--- config.mk ---
export PLATFORM = sky130hd
export DESIGN_NAME = pu_rsm_delay_line
export DESIGN_NICKNAME = d
export VERILOG_FILES = /design/src/rtl/pu_read_stream_model_delay_line.sv
export SDC_FILE = /design/constraint.sdc
export NUM_CORES = 1
export LEC_CHECK = 0
export CAP_MARGIN = 10
export CORE_MARGIN = 2
export CORE_UTILIZATION = 53
export DETAILED_ROUTE_END_ITERATION = 16
export GPL_ROUTABILITY_DRIVEN = 0
export GPL_TIMING_DRIVEN = 0
export PLACE_DENSITY = 0.85
export SLEW_MARGIN = 5
export SYNTH_ARGS = -nofsm -noshare
export SYNTH_HDL_FRONTEND = slang
export SYNTH_SLANG_ARGS = --single-unit
--- constraint.sdc ---
create_clock -name clk -period 2.8 [get_ports clk]
set_input_delay 0.7 -clock clk [delete_from_list [all_inputs] [get_ports clk]]
set_output_delay 0.7 -clock clk [all_outputs]
set_load 0.005 [all_outputs]
--- src/rtl/pu_read_stream_model_delay_line.sv ---
// Fixed-depth shift register carrying {valid,last,data} from read issue to read return.
// Latency: exactly LATENCY cycles from in_* to out_*.
// Backpressure: none; every cycle shifts, data stages only load on valid so the output holds.
module pu_rsm_delay_line #(
    parameter int DATA_WIDTH = 64,
    parameter int LATENCY    = 2
) (
    input  logic                  clk,
    input  logic                  rst_n,
    input  logic                  in_valid,
    input  logic                  in_last,
    input  logic [DATA_WIDTH-1:0] in_data,
    output logic                  out_valid,
    output logic                  out_last,
    output logic [DATA_WIDTH-1:0] out_data,
    output logic                  pending
);

    logic [LATENCY-1:0]    vld_q;
    logic [LATENCY-1:0]    last_q;
    logic [DATA_WIDTH-1:0] dat_q  [LATENCY];
    logic [LATENCY-1:0]    vld_in;
    logic [LATENCY-1:0]    last_in;
    logic [DATA_WIDTH-1:0] dat_in [LATENCY];

    // Stage inputs: stage 0 takes the new issue, later stages take their predecessor
    always_comb begin
        vld_in     = '0;
        last_in    = '0;
        vld_in[0]  = in_valid;
        last_in[0] = in_last;
        dat_in[0]  = in_data;
        for (int i = 1; i < LATENCY; i++) begin
            vld_in[i]  = vld_q[i-1];
            last_in[i] = last_q[i-1];
            dat_in[i]  = dat_q[i-1];
        end
    end

    // Shift every cycle; reset flushes everything in flight
    always_ff @(posedge clk or negedge rst_n) begin
        if (!rst_n) begin
            vld_q  <= '0;
            last_q <= '0;
            for (int i = 0; i < LATENCY; i++) dat_q[i] <= '0;
        end else begin
            vld_q  <= vld_in;
            last_q <= last_in;
            for (int i = 0; i < LATENCY; i++) begin
                if (vld_in[i]) dat_q[i] <= dat_in[i];
            end
        end
    end

    // Words still in flight ahead of the output stage
    always_comb begin
        pending = 1'b0;
        for (int i = 0; i < LATENCY - 1; i++) pending = pending | vld_q[i];
    end

    assign out_valid = vld_q[LATENCY-1];
    assign out_last  = last_q[LATENCY-1];
    assign out_data  = dat_q[LATENCY-1];

endmodule

# Yosys cells after proc, flatten, opt, wreduce, memory -nomap -nowiden
# Cells that the tools add are included.
[word_totals] ff_bits=132 in_bits=68 out_inout_bits=67 word_cells=4

# Depth between registers and ports, before layout
# Gate-level depths: netlist of run 1.
[logic_depth] word_depth=0 mapped_depth=3 depth_no_buf=1

# Worst setup path after synthesis of run 1
# OpenSTA, ideal clock, no wires.
[synth_timing] kind="in2reg" startpoint="input port in_valid" endpoint="register dat_q, in the netlist dat_in[10]" arrival_time_ps=1306 stages=3 required_ps=2675 setup_ps=125 n_path_buf=2 path_slack_ps=1369 cell_sequence="buf_6 > buf_12 > mux2_4"
[synth_lines] item="from (decl)" line="10" source="input logic in_valid,"
[synth_lines] item="to (signal, indexed assignment)" line="50" source="if (vld_in[i]) dat_q[i] <= dat_in[i];"
[synth_lines] item="to (decl)" line="21" source="logic [DATA_WIDTH-1:0] dat_q [LATENCY];"
# No word-level cell between the ends.

# Worst setup path after layout of run 1
[layout_timing] startpoint="register vld_q[0]" endpoint="output port pending"
[layout_lines] item="from (decl)" line="19" source="logic [LATENCY-1:0] vld_q;"
[layout_lines] item="from (signal assigned)" line="47" source="vld_q <= vld_in;"
[layout_lines] item="to (decl)" line="16" source="output logic pending"
# No word-level cell between the ends.

==> impl_metrics.csv, run 1 <==
group,metric,value,unit
pwr,switchingPower,1.225,mW
clock_network,worstSkewPairLatency,500,ps
routing,dr.pass1.iters,4,
grt,antenna_found_initial,0,
worst_setup_path,cpPeakStageDelay,520,ps
pwr,combPwrFrac,0.171,
place,hpwl,6754,um
clock_network,cts_hold_buf,0,
logic_synthesis,synth_cell_types,5,
logic_synthesis,ys.flop_type,"dfrtp_1",
logic_synthesis,post-synth-top-count-cell,"dfrtp_1",
timing,hold_viol,0,
grt,grt_max_degree,72,
pwr,switching_share,0.2284,
routing,route.detailed.drc,0,
logic_synthesis,synth_area,5458,um^2
logic_synthesis,ys_ff_latch,132,
timing,tightest_slew,574.5,ps
clock_network,clkTransAtPathRegs,60,ps
routing,vias,2813,
floorplanning,rows,37,
finish,drive_above_1_share,0.3991,
finish,final_core_util,0.7485,
floorplanning,die-area,11130,um^2
worst_setup_path,crit_buf_inv,1,
grt,track_usage,0.1906,
pwr,powerDensity,707.1,nW/um^2
finish,fin_cells,577,
worst_setup_path,r2r-end,"out_data[28]",
logic_synthesis,synth_top_cell_area_share,0.6052,
logic_synthesis,synthCells,274,
timing,fmax,473.3,MHz
routing,drt-vias-per-instance,4.875,
pwr,p_int,4.140,mW
clock_network,htree_num_levels,4,
worst_setup_path,critPathTopFamily,"buffers and inverters",
finish,fillers,590,
pwr,vdd_drop_max,357.0,uV
timing,finalCritPeriodShare,0.7545,
timing,setup_viol,0,
routing,drtAntennaViolNets,0,
min_path,holdCritPathClass,"primary input to async pin",
pwr,pwr-share-seq,0.426,
clock_network,clockRootBuffer,"clkbuf_8",
worst_setup_path,crit_required,2100,ps
timing,grt_setup_unrepaired,"false",
clock_network,cts_sinks,132,
worst_setup_path,crit_fanout,3,
logic_synthesis,synth_area_leaders,"dfrtp_1, mux2_4, buf_12, mux2_2, buf_6",
timing,fin_crit,2113,ps
pwr,leakage,3.495,nW
grt,grt_overflow_total,0,
logic_synthesis,synth_area_per_cell,19.92,um^2
worst_setup_path,startpoint_type,"flip-flop",
timing,relSlewSlack,0.6170,
finish,syn2layout_area_growth,39.04,%
logic_synthesis,synth-seq-area-share,0.6052,
worst_setup_path,r2r_slack,1580,ps
logic_synthesis,synth_edf_count,0,
floorplanning,start_util,0.5383,
worst_setup_path,path_cells,"clkdlybuf4s50_1",
worst_setup_path,worstPathArrival,1410,ps
routing,drt_iter0_markers,72,
place,dp_cells,545,
pwr,pwr-share-clk,0.403,
clock_network,cts_tree,"built",
timing,fin_skew,11.18,ps
timing,drv_slew,0,
run,drv_cap,0,
clock_network,cts_resized,0,
logic_synthesis,syn_nets,342,
finish,multi_input_area,1892,um^2
worst_setup_path,r2r_cells,3,
floorplanning,die_w,105.5,um
worst_setup_path,critical_path_class,"flip-flop to output port",
clock_network,cts_buffers,17,
place,port_buffers,134,
finish,seq_area,3303,um^2
outcome,outcome,"complete, no violations",
finish,antenna_cells,0,
logic_synthesis,synthArstFlopShare,1.000,
worst_setup_path,cpMaxStageDelayCell,"clkdlybuf4s50_1",
logic_synthesis,synth_commonest_cells,"dfrtp_1, mux2_4, buf_12, mux2_2, buf_6",
worst_setup_path,crit_path_end_kind,"output port",
logic_synthesis,yosys_warnings,0,
finish,nets,496,
routing,wire_per_inst,17.28,um
floorplanning,die-height,105.5,um
clock_network,postCtsSetupBuffers,0,
timing,worst_hold_slack,169.8,ps
grt,grt_pass1_wl,16350,um
logic_synthesis,yosys.area.top_type,"dfrtp_1",
clock_network,clock_path_buffers,2,
floorplanning,core,10140,um^2
routing,wl,9971,um
worst_setup_path,reg2reg_from,"vld_q[0]",
grt,grt_pass1_vias,3098,
floorplanning,pin_count,135,
[layout make-up]
type                            count  area share
Clock inverter                     13     0.01962
Timing Repair Buffer              135      0.1805
Buffer                             14     0.03462
Multi-Input combinational cell    128      0.2493
Clock buffer                       19     0.05820
Tap cell                          136     0.02242
Sequential cell                   132      0.4353
[routing by layer]
metal,up-vias,part of all wire,global-route usage
li1,1263,-,-
met1,1455,0.45,0.2651
met2,83,0.49,0.2839
met3,12,0.045,0.05318
met4,0,0.017,0.07714
met5,-,0,0
[cells in the final DEF, fill, tap and decap left out, drive strengths merged]
master / instances
clkbuf: 19
mux2: 128
bufinv: 2
buf: 16
inv: 3
clkinvlp: 6
clkdlybuf4s50: 133
dfrtp: 132
clkinv: 2
[state kept, by name, indices dropped and copies added (netlist names)]
| signal | flops |
|---|---|
| dat_in | 64 |
| vld_q | 2 |
| last_q | 2 |
| out_data | 64 |
[power by group through the flow]
stage	registers [mW]	clock network (mW)	logic [mW]
after floorplan	2.30	0	0.439
after global placement	2.30	0	0.905
after detailed placement	2.31	0	0.929
after CTS	2.29	2.20	0.935
after global routing	2.31	2.30	0.977
final	2.28	2.16	0.919
[stage by stage]
stage	power, mW	setup TNS (ps)	cell area (um^2)	worst slack (ps)
after floorplan	2.735	0	5458	1369
after global placement	3.206	-511350	6969	-3879
after detailed placement	3.241	0	6998	728.5
after CTS	5.423	0	7589	642.7
after global routing	5.592	0	7589	618.0
final	5.366	0	7589	687.3
[logic make-up after synthesis]
group,count (synthesis),synth area share
buffers and inverters,14,0.04814
DFF,132,0.6052
muxes,128,0.3466
[how the worst max path moves through the flow]
stage / start / end / slack (ps) / cells past startpoint
floorplan: in_valid / dat_in[10] / 1370 / 3
global placement: rst_n / dat_in[7] / -3880 / 1
detailed placement: in_valid / dat_in[44] / 730 / 4
CTS: vld_q[0] / pending / 640 / 1
global route: vld_q[0] / pending / 620 / 1
finish: vld_q[0] / pending / 690 / 1
No activity file was read; power rests on OpenSTA's default activity.
==> run 2, diff against run 1 <==
- CORE_UTILIZATION: 53 -> 49
- PLACE_DENSITY: 0.85 -> 0.79
- clock period: 2.8 -> 2.02 ns (I/O delays scaled with it)
==> run 2 against run 1 <==
Against the previous run:
- die area increased by 7.8%
- final cell count is 0.87% higher
- combinational power rose by 39%
- wire length up 4.4%
- via count rose by 0.43%
- sequential share of layout area decreased by 0.46 points
- global-route usage down 0.18 points
- non-clock buffer count is 1 higher
- core utilization decreased by 4.1 points
- register-to-register slack lost 780 ps
- design area is 1.1% higher
- worst setup slack worse by 600 ps
==> impl_metrics.csv, run 2 (synthesized netlist as in run 1, its figures left out) <==
group,metric,value,unit
timing,worst_hold_slack,361.9,ps
routing,vias,2825,
floorplanning,die_w,109.5,um
pwr,powerDensity,1017,nW/um^2
timing,relSlewSlack,0.6507,
place,place_ws,109.6,ps
finish,drive_above_1_share,0.3959,
place,dp_cells,549,
grt,antenna_found_initial,0,
worst_setup_path,crit_buf_inv,1,
timing,fin_crit,1928,ps
clock_network,worstSkewPairLatency,510,ps
finish,antenna_cells,0,
grt,grt_util_met2,0.2919,
worst_setup_path,path_cells,"clkdlybuf4s50_1",
worst_setup_path,critical_path_class,"flip-flop to output port",
worst_setup_path,worstPathArrival,1420,ps
timing,finalWorstSetupSlack,92.17,ps
place,dpl-instance-area,7003,um^2
worst_setup_path,critPathTopFamily,"buffers and inverters",
grt,grt.busiest_layer,"met2",
clock_network,cts_sinks,132,
floorplanning,die-height,109.5,um
floorplanning,core,10840,um^2
timing,fin_skew,7.568,ps
clock_network,cts_tree,"built",
worst_setup_path,cpPeakStageDelay,530,ps
place,hpwl,6737,um
outcome,outcome,"complete, no violations",
place,port_buffers,134,
pwr,vdd_drop_max,515.9,uV
finish,syn2layout_area_growth,40.53,%
grt,grt_overflow_total,0,
finish,fin_cells,582,
routing,dr.pass1.iters,4,
timing,setup_viol,0,
worst_setup_path,startpoint_type,"flip-flop",
routing,wl,10410,um
routing,wire_per_inst,17.88,um
routing,drt-vias-per-instance,4.854,
routing,route.detailed.drc,0,
worst_setup_path,cpMaxStageDelayCell,"clkdlybuf4s50_1",
clock_network,clock_path_buffers,2,
finish,layout_commonest_cell,"clkdlybuf4s50_1",
clock_network,cts_buffers,17,
timing,finalSetupTns,0,ps
timing,tightest_slew,523.9,ps
worst_setup_path,crit_required,1510,ps
grt,grt_max_degree,77,
worst_setup_path,crit_fanout,3,
min_path,holdCritPathClass,"flip-flop to flip-flop",
timing,grt_setup_unrepaired,"false",
finish,final_cell_mix,"clkdlybuf4s50_1, dfrtp_1, mux2_4",
floorplanning,start_util,0.5035,
finish,finalInstanceArea,7670,um^2
pwr,leakage,3.548,nW
floorplanning,rows,38,
finish,final_core_util,0.7075,
floorplanning,pin_count,135,
worst_setup_path,r2r_slack,800,ps
clock_network,clkTransAtPathRegs,60,ps
timing,hold_viol,0,
grt,track_usage,0.1888,
timing,fmax,518.7,MHz
finish,nets,497,
routing,drtAntennaViolNets,0,
worst_setup_path,crit_path_end_kind,"output port",
pwr,power,7.802,mW
grt,gr-usage-met3,0.06165,
grt,grt_pass1_wl,17060,um
grt,grt_use_met1,0.2489,
timing,finalCritPeriodShare,0.9544,
floorplanning,die-area,12000,um^2
routing,drt_iter0_markers,90,
run,drv_cap,0,
clock_network,htree_num_levels,4,
timing,drv_slew,0,
grt,grt_pass1_vias,3199,
clock_network,clockRootBuffer,"clkbuf_8",
-- run 2: layout make-up --
cell class,count,area (um^2)
Multi-Input combinational cell,128,1892
Sequential cell,132,3303
Buffer,14,262.8
Timing Repair Buffer,136,1380
Clock buffer,21,459.2
Fill cell,716,3171
Clock inverter,11,197.7
Tap cell,140,175.2
-- run 2: worst paths after layout --
check                                from      endpoint  cells past startpoint
worst max-delay path             vld_q[0]       pending                      1
worst min-delay path            last_q[0]     last_q[1]                      0
worst max register to register   vld_q[0]  out_data[38]                      3
worst min register to register  last_q[0]     last_q[1]                      0
max in group asynchronous           rst_n  out_data[40]                      3
min in group asynchronous           rst_n    dat_in[26]                      2
-- run 2: timing repair --
action | in CTS | in global routing
resized for setup | 0 | 0
hold buffers | 1 | 0
setup buffers | 0 | 0
endpoints found under the hold margin | 56 | 0
-- run 2: where the power goes --
group | switching, mW | leakage, nW | internal, mW | total [mW]
Clock | 1.12 | 0.319 | 2.24 | 3.36
Combinational | 0.348 | 1.68 | 0.933 | 1.28
Sequential | 0.192 | 1.55 | 2.97 | 3.16
Total | 1.66 | 3.55 | 6.14 | 7.80
-- run 2: metal layers --
layer | up-vias | share of wire
li1 | 1270 | -
met1 | 1442 | 0.43
met2 | 98 | 0.48
met3 | 15 | 0.073
met4 | 0 | 0.016
met5 | - | 0
